--- src/rtl/avr_cmd_master.sv ---
// Command-bus initiator: expands single-beat requests into timed avr_ctrl code sequences.
// Latency: first code the cycle after accept, rsp_valid the cycle after the last code; busy requests are dropped.
module avr_cmd_master #(
    parameter int ADDR_W  = 21,
    parameter int HOLD    = 2,
    parameter int RD_WAIT = 7,
    parameter int WR_WAIT = 5
) (
    input  logic              avr_clk,
    input  logic              avr_reset_n,
    input  logic              req_valid,
    output logic              req_ready,
    input  logic [2:0]        req_op,
    input  logic [ADDR_W-1:0] req_addr,
    input  logic [7:0]        req_wdata,
    output logic              rsp_valid,
    output logic              rsp_err,
    output logic [7:0]        rsp_rdata,
    output logic [7:0]        avr_ctrl,
    output logic [7:0]        avr_data_out,
    output logic              avr_data_oe,
    input  logic [7:0]        avr_data_in
);

    localparam int MAXW = (HOLD > RD_WAIT) ? ((HOLD > WR_WAIT) ? HOLD : WR_WAIT)
                                           : ((RD_WAIT > WR_WAIT) ? RD_WAIT : WR_WAIT);
    localparam int CW = $clog2(MAXW + 1);
    localparam int BW = (ADDR_W > 1) ? $clog2(ADDR_W) : 1;

    localparam logic [1:0] S_IDLE = 2'd0;
    localparam logic [1:0] S_RUN  = 2'd1;
    localparam logic [1:0] S_DONE = 2'd2;

    localparam logic [2:0] OP_RESET = 3'd0;
    localparam logic [2:0] OP_LOAD  = 3'd1;
    localparam logic [2:0] OP_READ  = 3'd2;
    localparam logic [2:0] OP_WRITE = 3'd3;
    localparam logic [2:0] OP_INC   = 3'd4;
    localparam logic [2:0] OP_SNES  = 3'd5;

    localparam logic [7:0] C_IDLE = 8'h01;

    logic [1:0]        state;
    logic [2:0]        op;
    logic [2:0]        step;
    logic [CW-1:0]     cnt;
    logic [BW-1:0]     bit_idx;
    logic [ADDR_W-1:0] addr;
    logic [7:0]        rd_hold;

    function automatic logic [7:0] code_of(input logic [2:0] o, input logic [2:0] s, input logic si);
        logic [7:0] c;
        c = 8'h10;
        case (o)
            OP_RESET: case (s)
                3'd0:    c = 8'h03;
                3'd1:    c = 8'h0F;
                3'd2:    c = 8'h02;
                3'd3:    c = 8'h09;
                3'd4:    c = 8'h0C;
                default: c = 8'h0E;
            endcase
            OP_LOAD:  c = (s == 3'd0) ? 8'h04 : ((s == 3'd1) ? (si ? 8'h07 : 8'h06) : 8'h05);
            OP_READ:  c = (s == 3'd0) ? 8'h08 : 8'h09;
            OP_WRITE: c = (s == 3'd0) ? 8'h0A : 8'h0C;
            OP_INC:   c = (s == 3'd0) ? 8'h0D : 8'h0E;
            default:  c = 8'h10;
        endcase
        return c;
    endfunction

    // Terminal count of the hold/wait counter for a given step.
    function automatic logic [CW-1:0] last_cnt(input logic [2:0] o, input logic [2:0] s);
        logic [CW-1:0] l;
        l = CW'(HOLD - 1);
        if (o == OP_READ && s == 3'd0)  l = CW'(RD_WAIT - 1);
        if (o == OP_WRITE && s == 3'd0) l = CW'(WR_WAIT - 1);
        return l;
    endfunction

    function automatic logic [2:0] last_step(input logic [2:0] o);
        logic [2:0] l;
        case (o)
            OP_RESET:                 l = 3'd5;
            OP_LOAD:                  l = 3'd2;
            OP_READ, OP_WRITE, OP_INC: l = 3'd1;
            default:                  l = 3'd0;
        endcase
        return l;
    endfunction

    logic          step_end;
    logic          si_loop;
    logic [2:0]    nxt_step;
    logic [BW-1:0] nxt_bit;

    // The SI step repeats once per address bit before moving on to SREG_EN_HI.
    always_comb begin
        step_end = (cnt == last_cnt(op, step));
        si_loop  = (op == OP_LOAD) && (step == 3'd1) && (bit_idx != '0);
        nxt_step = si_loop ? step : step + 3'd1;
        nxt_bit  = si_loop ? bit_idx - 1'b1 : bit_idx;
    end

    assign req_ready = (state == S_IDLE);

    always_ff @(posedge avr_clk) begin
        if (!avr_reset_n) begin
            state        <= S_IDLE;
            op           <= '0;
            step         <= '0;
            cnt          <= '0;
            bit_idx      <= '0;
            addr         <= '0;
            rd_hold      <= '0;
            rsp_valid    <= 1'b0;
            rsp_err      <= 1'b0;
            rsp_rdata    <= '0;
            avr_ctrl     <= C_IDLE;
            avr_data_out <= '0;
            avr_data_oe  <= 1'b0;
        end else begin
            case (state)
                S_IDLE: begin
                    rsp_valid <= 1'b0;
                    rsp_err   <= 1'b0;
                    if (req_valid) begin
                        op      <= req_op;
                        addr    <= req_addr;
                        step    <= '0;
                        cnt     <= '0;
                        bit_idx <= BW'(ADDR_W - 1);
                        if (req_op > OP_SNES) begin
                            state     <= S_DONE;
                            rsp_valid <= 1'b1;
                            rsp_err   <= 1'b1;
                        end else begin
                            state    <= S_RUN;
                            avr_ctrl <= code_of(req_op, 3'd0, 1'b0);
                            if (req_op == OP_WRITE) begin
                                avr_data_oe  <= 1'b1;
                                avr_data_out <= req_wdata;
                            end
                        end
                    end
                end
                S_RUN: begin
                    if (step_end) begin
                        cnt <= '0;
                        if (op == OP_READ && step == 3'd0)
                            rd_hold <= avr_data_in;
                        if (op == OP_WRITE && step == 3'd0)
                            avr_data_oe <= 1'b0;
                        if (step == last_step(op) && !si_loop) begin
                            state     <= S_DONE;
                            avr_ctrl  <= C_IDLE;
                            rsp_valid <= 1'b1;
                            if (op == OP_READ)
                                rsp_rdata <= rd_hold;
                        end else begin
                            step     <= nxt_step;
                            bit_idx  <= nxt_bit;
                            avr_ctrl <= code_of(op, nxt_step, addr[nxt_bit]);
                        end
                    end else begin
                        cnt <= cnt + 1'b1;
                    end
                end
                S_DONE: begin
                    state     <= S_IDLE;
                    rsp_valid <= 1'b0;
                    rsp_err   <= 1'b0;
                end
                default: state <= S_IDLE;
            endcase
        end
    end

endmodule

--- config.mk ---
export PLATFORM = sky130hd
export DESIGN_NAME = avr_cmd_master
export DESIGN_NICKNAME = d
export VERILOG_FILES = /design/src/rtl/avr_cmd_master.sv
export SDC_FILE = /design/constraint.sdc
export NUM_CORES = 1
export LEC_CHECK = 0
export BUFFER_PORTS_ARGS = -buffer_cell sky130_fd_sc_hd__buf_2
export CORE_UTILIZATION = 40
export CTS_CLUSTER_DIAMETER = 200
export DETAILED_ROUTE_END_ITERATION = 10
export PLACE_DENSITY = 0.6
export SYNTH_ARGS = -nofsm -noshare
export SYNTH_HDL_FRONTEND = slang
export SYNTH_SLANG_ARGS = --single-unit
--- constraint.sdc ---
create_clock -name avr_clk -period 4.4 [get_ports avr_clk]
set_clock_uncertainty 0.1 [all_clocks]
set_input_delay 0 -clock avr_clk [delete_from_list [all_inputs] [get_ports avr_clk]]
set_output_delay 0 -clock avr_clk [all_outputs]
set_load 0.05 [all_outputs]
==> summary by stage <==
Clock tree
Clock-pin slew was measured on the worst setup and hold paths at 0.09 ns. For the worst-skew pair, the clock arrives at the later sink with an insertion delay of 0.35 ns. The maximum level of the CTS H-tree is 3. The clock passes through at most 2 buffers.

The count of cells resized by post-cts repair is 0. The count of hold buffers inserted by post-cts repair is 41. The number of buffers inserted to repair setup after CTS is 0.

The tree is rooted in a sky130_fd_sc_hd__clkbuf_8. In this run, CTS created clock tree buffers numbering 9. The clock drives 69 sinks. The TritonCTS clock tree is built.

Critical path
The required time of the worst setup path is 4.60 ns. The critical path class is reg -> reg. The maximum fanout encountered on the critical timing path is 16. STA puts the critical path data arrival time at 3.78 ns. The worst setup path is launched from a flip-flop.

STA classifies the critical path endpoint as a flip-flop.

Timing
The worst setup slack after layout is 0.814 ns. The maximum operating frequency is 279 MHz. The shortest clock period the worst path allows after layout is 3.59 ns. The setup TNS is 0 ns.

On the final layout, the worst hold slack is 0.217 ns. The slew of the pin with the lowest slew margin is 1.00 ns. The number of endpoints failing setup at the final stage is 0.

The number of max-slew violations in the final report came to 0. The tightest slew margin relative to the limit is 33.1%. Setup repair after global routing left no endpoint under its margin. The post-route clock period utilization is 81.5%. The hold violation count in the final report came to 0.

Drt
The number of design-rule violations left by the first detailed-router iteration is 176. The detail-routed via count per cell is 5.15. The detail route stage leaves a number of antenna-violating nets equal to 0. The first-pass iteration count of the detailed router is 5. The number of remaining DRC errors is 0. Dividing the detail-routed wire length by the instance count gives 14.3 um. The number of vias in the routed layout is 3,562. After detailed routing, the total wire length is 9890 um.

Synth
After synthesis, the share of flip-flops with an asynchronous set or reset is 0%. The instance count of the mapped netlist is 465. The predominant post-synthesis flop cell is sky130_fd_sc_hd__dfxtp_1.

Sequential elements use 34.4% of the synthesized area. Yosys printed 0 warnings. The number of enable-type register cells in the synthesized netlist is 0.

After synthesis, the mean cell area works out to 8.62 sq um. The register bit total from synthesis is 69. The number of distinct library cells after synthesis is 80. The total standard cell area after synthesis is 4010 sq um.

Cells and area
Relative to the synthesized area, the layout overhead comes to 23.9%. The post-route netlist has 20.0% of its cells at a drive strength greater than 1. The count of fill cells added during filler insertion is 947.

The net total in the final layout is 607. The finished layout holds 692 standard cells, fillers aside. Cells fill 51.1% of the core in the end.

The count of inserted antenna diode cells is 0.

Floorplanning
The core outline area is 9730 sq um. The die outline area is 10,400 sq um. The floorplan row count is 36. The number of placed I/O pins is 71.

From bottom edge to top edge, the die measures 102 um. In this run the horizontal extent of the chip is 102 um. Once the floorplan was initialized, standard cells occupied 41.2% of the core.

Power and ir drop
The leakage power summed over all cells is 1.95 nW. The internal power of the cells totals 1.08 mW. The part of the total power dissipated in the clock network is 28.8%.

The analysis attributes to net switching a power of 0.602 mW. The proportion of power drawn by flip-flops and latches is 43.1%. Of the total power, the share spent switching nets is 35.9%.

The worst-case IR drop observed on VDD is 0.175 mV. For this design the ratio of total power to cell area is 338 nW/um^2. The share of total power dissipated in combinational logic is 28.1%.

Hold path
The kind of path behind the tightest hold check is in -> reg.

GRT
The largest net degree at the start of global routing is 70. The wire length of the first global-routing pass is 16,600 um. The overflow left after global routing is 0. The total track usage is 20.4%. The number of global-route vias before repair is 3,389. The number of antenna violations at the first check in global routing came to 0.

Flow run
Max-cap violations in this run came to 0.

Placement
The post-placement setup slack is 0.811 ns. The number of port buffers is 67. The half-perimeter wire length of the detailed placement result is 6630 um. The number of placed cells counting well taps is 635. The routability congestion estimate from global placement is 0.881.

Status
The flow ran to the end, and the final reports show no timing, DRC or antenna violations.
==> cells in the mapped netlist (2+ instances only) <==
cell type	count	area (sq um)
sky130_fd_sc_hd__o21ai_1	6	30.0
sky130_fd_sc_hd__and2_1	4	25.0
sky130_fd_sc_hd__nand3_1	6	30.0
sky130_fd_sc_hd__inv_1	12	45.0
sky130_fd_sc_hd__o221a_1	2	22.5
sky130_fd_sc_hd__nor3_1	9	45.0
sky130_fd_sc_hd__clkbuf_1	24	90.1
sky130_fd_sc_hd__o21a_1	3	22.5
sky130_fd_sc_hd__o221a_2	2	22.5
sky130_fd_sc_hd__o21bai_1	2	15.0
sky130_fd_sc_hd__xnor2_1	4	35.0
sky130_fd_sc_hd__xor2_1	3	26.3
sky130_fd_sc_hd__o2bb2ai_1	2	17.5
sky130_fd_sc_hd__o221ai_1	2	17.5
sky130_fd_sc_hd__nor2b_1	38	238
sky130_fd_sc_hd__and3_1	2	12.5
sky130_fd_sc_hd__o21ai_0	15	75.1
sky130_fd_sc_hd__ha_1	10	125
sky130_fd_sc_hd__a21oi_1	16	80.1
sky130_fd_sc_hd__a21boi_0	28	210
sky130_fd_sc_hd__mux4_2	2	45.0
sky130_fd_sc_hd__nand2b_1	6	37.5
sky130_fd_sc_hd__nand4_1	7	43.8
sky130_fd_sc_hd__mux2i_1	30	300
sky130_fd_sc_hd__a31oi_1	5	31.3
sky130_fd_sc_hd__buf_2	4	20.0
sky130_fd_sc_hd__dfxtp_1	69	1380
sky130_fd_sc_hd__nor2_1	18	67.6
sky130_fd_sc_hd__o31ai_1	4	30.0
sky130_fd_sc_hd__nand2_1	69	259
sky130_fd_sc_hd__o2111ai_1	2	17.5
sky130_fd_sc_hd__nand3b_1	2	15.0
sky130_fd_sc_hd__buf_6	3	33.8
sky130_fd_sc_hd__or3_1	2	12.5
sky130_fd_sc_hd__a21boi_1	2	15.0
sky130_fd_sc_hd__buf_4	3	22.5
sky130_fd_sc_hd__a22oi_1	2	15.0
sky130_fd_sc_hd__a211oi_1	3	22.5
==> final cells by class <==
type                    instances  area (sq um)  share of cell area, %
inverters                      12          45.0                  0.907
repair buffers                111           768                   15.5
well taps                     133           166                   3.35
multi-input cells             351          2420                   48.7
clock buffers                  10           138                   2.77
clock inverters                 6          47.5                  0.957
flip-flops and latches         69          1380                   27.8
==> cell usage in the layout, fill, tap and decap left out, drive strengths merged, types with 4 or more instances in the layout <==
cell type,Yosys,final
nand2,70,70
buf,11,70
dfxtp,69,69
dlygate4sd3,0,41
nor2b,38,38
a21boi,31,31
mux2i,30,30
o21ai,21,21
nor2,18,18
a21oi,17,17
inv,12,13
ha,10,10
clkbuf,24,10
nor3,10,10
nand4,7,7
nand3,7,7
nand2b,6,6
a31oi,5,5
xnor2,5,5
and2,4,4
o31ai,4,4
a211oi,4,4
clkinv,0,4
o221a,4,4
==> worst max-delay path, stage by stage (launching register included) <==
cell and delay [ns]:
sky130_fd_sc_hd__dfxtp_1 0.75, sky130_fd_sc_hd__inv_1 0.29, sky130_fd_sc_hd__ha_1 0.35, sky130_fd_sc_hd__or4b_1 0.36, sky130_fd_sc_hd__nand3_4 0.20, sky130_fd_sc_hd__o2111ai_2 0.23
sky130_fd_sc_hd__nand2_2 0.16, sky130_fd_sc_hd__or3_1 0.59, sky130_fd_sc_hd__o21ai_1 0.25, sky130_fd_sc_hd__a22oi_1 0.12, sky130_fd_sc_hd__nor2b_1 0.12
==> metal layers <==
metal	vias to the layer above	share of wire [%]	global-route usage, %
met5	-	0	0
met4	0	0.70	5.93
met3	8	4.6	4.99
met2	85	48	32.8
met1	1650	47	27.1
li1	1819	-	-
==> registers in the layout, indices dropped and copies added, names as in the netlist, 2 cells and up <==
name,count
addr,21
step,3
rd_hold,8
avr_ctrl,5
cnt,3
bit_idx,5
avr_data_out,8
rsp_rdata,8
op,3
state,2
==> per-stage QoR <==
step | power, mW | area [sq um]
after floorplan | 1.07 | 4020
after global placement | 1.17 | 4370
after detailed placement | 1.18 | 4370
after CTS | 1.70 | 4970
after global routing | 1.79 | 4970
final | 1.68 | 4970
==> path summary, 6_finish.rpt <==
kind | startpoint | endpoint | slack [ns] | depth (start not counted)
max | bit_idx[0]$_SDFFE_PN0P_ | step[1]$_SDFFE_PN0P_ | 0.81 | 10
min | avr_reset_n | avr_ctrl[0]$_SDFFE_PN1P_ | 0.22 | 2
max reg2reg | bit_idx[0]$_SDFFE_PN0P_ | step[1]$_SDFFE_PN0P_ | 0.81 | 10
min reg2reg | avr_data_oe$_SDFFE_PN0P_ | avr_data_oe$_SDFFE_PN0P_ | 0.37 | 2
==> logic make-up after synthesis <==
group	after synthesis	synth area share, %
buffers and inverters	47	5.37
multiplexers	33	8.89
AO/OA/AOI/OAI	117	21.7
adder cells (fa/ha/maj)	10	3.12
other	1	0.0935
AND/OR/NAND/NOR	180	24.5
flip-flops	69	34.4
XOR/XNOR	8	1.93
==> power groups by stage <==
stage | Clock, mW | Sequential [mW] | Combinational (mW)
after floorplan | 0 | 0.771 | 0.301
after global placement | 0 | 0.736 | 0.437
after detailed placement | 0 | 0.737 | 0.443
after CTS | 0.503 | 0.723 | 0.472
after global routing | 0.536 | 0.731 | 0.521
final | 0.484 | 0.723 | 0.472
No activity file was read; power rests on OpenSTA's default activity.
